`src/rtl/sync_fifo_prog.sv`:
```
// Single-clock FIFO with programmable almost-full/almost-empty thresholds,
// a registered fill level, sticky overflow/underflow flags and a choice of
// standard (registered) or first-word-fall-through read behaviour.
module sync_fifo_prog #(
    parameter int unsigned DATA_WIDTH = 8,
    parameter int unsigned ADDR_WIDTH = 6,
    parameter bit          FWFT       = 1'b0
) (
    input  logic                  clk,
    input  logic                  rst,
    input  logic                  wr_en,
    input  logic [DATA_WIDTH-1:0] wr_data,
    input  logic                  rd_en,
    output logic [DATA_WIDTH-1:0] rd_data,
    output logic                  rd_valid,
    output logic                  full,
    output logic                  empty,
    input  logic [ADDR_WIDTH:0]   afull_thresh,
    input  logic [ADDR_WIDTH:0]   aempty_thresh,
    output logic                  almost_full,
    output logic                  almost_empty,
    output logic [ADDR_WIDTH:0]   level,
    output logic                  overflow,
    output logic                  underflow,
    input  logic                  clr_err
);

    localparam int unsigned DEPTH = 1 << ADDR_WIDTH;

    // Level encoding of a completely full FIFO: only the top bit set.
    localparam logic [ADDR_WIDTH:0]   LEVEL_FULL = {1'b1, {ADDR_WIDTH{1'b0}}};
    localparam logic [ADDR_WIDTH:0]   LEVEL_ONE  = {{ADDR_WIDTH{1'b0}}, 1'b1};
    localparam logic [ADDR_WIDTH-1:0] PTR_ONE    = {{(ADDR_WIDTH-1){1'b0}}, 1'b1};

    logic [DATA_WIDTH-1:0] mem [DEPTH];

    logic [ADDR_WIDTH-1:0] wptr_q, wptr_d;
    logic [ADDR_WIDTH-1:0] rptr_q, rptr_d;
    logic [ADDR_WIDTH:0]   level_q, level_d;
    logic                  overflow_q, overflow_d;
    logic                  underflow_q, underflow_d;

    logic wr_ok;
    logic rd_ok;

    // Status decode from the registered level; thresholds compared live.
    always_comb begin
        full         = (level_q == LEVEL_FULL);
        empty        = (level_q == '0);
        almost_full  = (level_q >= afull_thresh);
        almost_empty = (level_q <= aempty_thresh);
        level        = level_q;
        overflow     = overflow_q;
        underflow    = underflow_q;
    end

    // Accept decisions use this cycle's full/empty, so a read frees no space
    // for a same-cycle write and a write gives nothing to a same-cycle read.
    always_comb begin
        wr_ok = wr_en & ~full;
        rd_ok = rd_en & ~empty;
    end

    // Next-state for pointers, occupancy and sticky error flags.
    always_comb begin
        wptr_d      = wptr_q;
        rptr_d      = rptr_q;
        level_d     = level_q;
        overflow_d  = overflow_q;
        underflow_d = underflow_q;

        if (wr_ok) begin
            wptr_d = wptr_q + PTR_ONE;
        end
        if (rd_ok) begin
            rptr_d = rptr_q + PTR_ONE;
        end

        unique case ({wr_ok, rd_ok})
            2'b10:   level_d = level_q + LEVEL_ONE;
            2'b01:   level_d = level_q - LEVEL_ONE;
            default: level_d = level_q;
        endcase

        // A new error in the same cycle as clr_err keeps the flag set.
        if (wr_en && full) begin
            overflow_d = 1'b1;
        end else if (clr_err) begin
            overflow_d = 1'b0;
        end

        if (rd_en && empty) begin
            underflow_d = 1'b1;
        end else if (clr_err) begin
            underflow_d = 1'b0;
        end
    end

    // Control state register with asynchronous reset.
    always_ff @(posedge clk or posedge rst) begin
        if (rst) begin
            wptr_q      <= '0;
            rptr_q      <= '0;
            level_q     <= '0;
            overflow_q  <= 1'b0;
            underflow_q <= 1'b0;
        end else begin
            wptr_q      <= wptr_d;
            rptr_q      <= rptr_d;
            level_q     <= level_d;
            overflow_q  <= overflow_d;
            underflow_q <= underflow_d;
        end
    end

    // Storage array; contents deliberately survive reset.
    always_ff @(posedge clk) begin
        if (wr_ok) begin
            mem[wptr_q] <= wr_data;
        end
    end

    if (FWFT) begin : g_fwft
        // Head word is presented directly whenever the FIFO holds data.
        always_comb begin
            rd_valid = ~empty;
            rd_data  = mem[rptr_q];
        end
    end else begin : g_std
        logic [DATA_WIDTH-1:0] rd_data_q;
        logic                  rd_valid_q;

        // Registered read port: popped word appears one cycle after rd_en.
        always_ff @(posedge clk or posedge rst) begin
            if (rst) begin
                rd_data_q  <= '0;
                rd_valid_q <= 1'b0;
            end else begin
                rd_valid_q <= rd_ok;
                if (rd_ok) begin
                    rd_data_q <= mem[rptr_q];
                end
            end
        end

        // Drive the output ports from the read registers.
        always_comb begin
            rd_valid = rd_valid_q;
            rd_data  = rd_data_q;
        end
    end

endmodule

```
`config.mk`:
```
export PLATFORM = sky130hd
export DESIGN_NAME = sync_fifo_prog
export DESIGN_NICKNAME = d
export VERILOG_FILES = /design/src/rtl/sync_fifo_prog.sv
export SDC_FILE = /design/constraint.sdc
export NUM_CORES = 1
export LEC_CHECK = 0
export CORE_UTILIZATION = 47
export DETAILED_ROUTE_END_ITERATION = 6
export GPL_TIMING_DRIVEN = 0
export PLACE_DENSITY = 0.71
export SETUP_SLACK_MARGIN = 0.05
export SYNTH_ARGS = -nofsm -noshare
export SYNTH_HDL_FRONTEND = slang
export SYNTH_SLANG_ARGS = --single-unit
```
`constraint.sdc`:
```
create_clock -name clk -period 3.8 [get_ports clk]
set_input_delay 0.95 -clock clk [delete_from_list [all_inputs] [get_ports clk]]
set_output_delay 0.95 -clock clk [all_outputs]
set_load 0.01 [all_outputs]
```
==> results of run 1 <==
==> final cells by class <==
type,count,area (µm²)
Inverter,23,86.3
Clock buffer,59,1350
Fill cell,3451,20600
Sequential cell,542,16100
Timing Repair Buffer,56,594
Multi-Input combinational cell,481,5050
Buffer,54,315
Tap cell,600,751
Clock inverter,36,385
==> registers in the layout, indices dropped and copies added (netlist names) <==
register,cells
overflow,1
rd_data,8
mem,512
underflow,1
level,7
rd_valid,1
wptr_q,6
rptr_q,6
==> critical path, stage by stage <==
cell and delay [ns]:
clkdlybuf4s50_1 0.41, ha_1 0.29, nand2b_1 0.14, a21o_1 0.18, a21o_1 0.18, a21o_1 0.18
a21oi_2 0.14, o21ai_1 0.08, buf_2 0.14
==> kinds of logic after synthesis <==
| group | after synthesis | share of synthesized area |
|---|---|---|
| simple gates | 146 | 0.0295 |
| buf+inv | 77 | 0.0186 |
| mux | 183 | 0.148 |
| flops | 542 | 0.748 |
| compound gates | 114 | 0.0364 |
| xor+xnor | 15 | 0.00609 |
| fa+ha+maj | 23 | 0.0137 |
==> layout by cell type (no fill, tap or decap), drive strengths merged, types with 14 or more instances in the layout <==
cell,netlist,final
nand2,35,35
mux2,15,15
dfrtp,30,30
edfxtp,512,512
mux2i,61,61
clkbuf,19,78
mux4,107,107
clkdlybuf4s50,0,38
inv,23,24
o22ai,23,23
a21oi,15,15
nor2,74,74
ha,22,22
o21ai,17,17
nand3,14,14
clkinv,0,24
buf,35,52
xnor2,14,14
==> path summary, 6_finish.rpt <==
check | depth (start not counted) | start | to | slack, ns
max | 9 | afull_thresh[0] | almost_full | 0.16
min | 1 | wptr_q[2] | wptr_q[2] | 0.52
max reg2reg | 12 | level[0] | level[6] | 0.31
min reg2reg | 1 | wptr_q[2] | wptr_q[2] | 0.52
max in group asynchronous | 2 | rst | rptr_q[5] | 2.50
min in group asynchronous | 2 | rst | level[1] | 0.82
==> timing repair <==
| item | 4_1_cts | 5_1_grt |
|---|---|---|
| pin swaps | 0 | 1 |
| gates resized for setup | 8 | 3 |
| endpoints found under the setup margin | 3 | 2 |
==> layer usage <==
metal / up-vias / GRT usage / part of all wire
li1: 4705 / - / -
met1: 5826 / 0.308 / 0.40
met2: 558 / 0.349 / 0.48
met3: 96 / 0.0490 / 0.088
met4: 0 / 0.0758 / 0.032
met5: - / 0 / 0
==> where the power goes <==
group / switching, mW / total [mW] / internal (mW)
Clock: 2.18 / 5.28 / 3.09
Sequential: 0.229 / 7.11 / 6.88
Combinational: 3.27 / 5.59 / 2.32
Total: 5.69 / 18.0 / 12.3
==> through the flow <==
step | area [µm²] | setup WS (ns) | std cells | hold slack (ns) | power, mW
3_5_place_dp | 22900 | -0.406 | 1756 | 0.500 | 12.7
6_report | 24700 | 0.161 | 1851 | 0.519 | 18.0
5_1_grt | 24700 | 0.0483 | 1851 | 0.527 | 18.5
4_1_cts | 24700 | 0.119 | 1851 | 0.513 | 17.9
3_3_place_gp | 22800 | -0.274 | 1748 | 0.476 | 12.6
2_1_floorplan | 21600 | 0.557 | 1100 | 0.459 | 10.7
==> out/qor.csv, run 1 <==
metric;value;unit
Clock transition at path regs;0.06;ns
Synth Instances;1100;
Via density;6.04;
initial antenna violation count;0;
# Post-CTS Setup Buffers;0;
chip width;216;µm
vias in the first global route;11166;
clock root buffer master;clkbuf_16;
CTS Hold Bufs;0;
height of the die;216;µm
most numerous cell in the Yosys netlist;edfxtp_1;
Post-DRT Antenna Nets;0;
# IOs;49;
nets@finish;1260;
final setup vio count;0;
Slew HR;0.0856;
Post-Syn Area per Cell;19.6;µm²
Ys Warns;0;
CTS tree;done;
drt wl/cell;27.5;µm
layout cells sized above 1;0.204;
Seq/Total Area, Yosys;0.748;
fraction of registers with async set/reset;0.0554;
HP Class;flip-flop to flip-flop;
overall routed net length;51.0;mm
EDFF count, synth;512;
Max clock buf depth;3;
DRC Markers;0;
Cell Rows;78;
# clock sinks;542;
Worst Tran Pin Value;1.34;ns
LEAKAGE;8.09;nW
Period Utilization, post-route;0.958;
area leader, netlist;edfxtp_1;
Worst-Skew Late Latency;0.59;ns
syn_nets;1150;
CP startpoint kind;input pin;
final hold vios;0;
post-synth top area share;0.713;
VDD IR max;0.000334;V
setup TNS;0;ns
commonest cells in the netlist;edfxtp_1 (512), mux4_2 (107), nor2_1 (74);
crit path max fanout;1;
fin util;0.545;
pwr dens;729;nW/µm²
status;finished, final reports clean;
area added between synthesis and finish;14.3;%
hpwl dp;33.7;mm
GRT Util Overall;0.222;
first-pass GRT wire length;74.9;mm
Placer Congestion;0.994;
max cap viols;0;
core area;45300;µm²
clk_skew;0.0240;ns
Netlist cell types;46;
CTS buffer count;52;
Initial Util;0.476;
Worst Path Arrival;2.69;ns
DR iter-0 viols;1328;
Worst Path Required;2.85;ns
ys flop type;edfxtp_1;
Worst Setup Path Type;input pin to primary output;
total number of vias;11185;
Worst setup EP type;primary output;
I/O Buffers;48;
synthesized flop and latch total;542;
die area;46700;µm²
largest net degree at the start of global routing;59;
max frequency;275;MHz
Overflow after GRT;0;
RSZ-0062 raised after global routing;false;
largest cells by area after synthesis;edfxtp_1 (71%), mux4_2 (11%), dfrtp_1 (3.5%);
Ant. Diodes;0;
Final Max Slew Viols;0;
H-tree levels;2;
Period minus WS final;3.64;ns
DR pass1 iterations;5;
Synth Cell Area;21600;µm²
Note: power is estimated with default switching activity, not from simulation.
==> run 2, diff against run 1 <==
- GPL_ROUTABILITY_DRIVEN: default -> 0
==> results of run 2 <==
No change in the layout: final DEF, timing and power equal those of run 1.
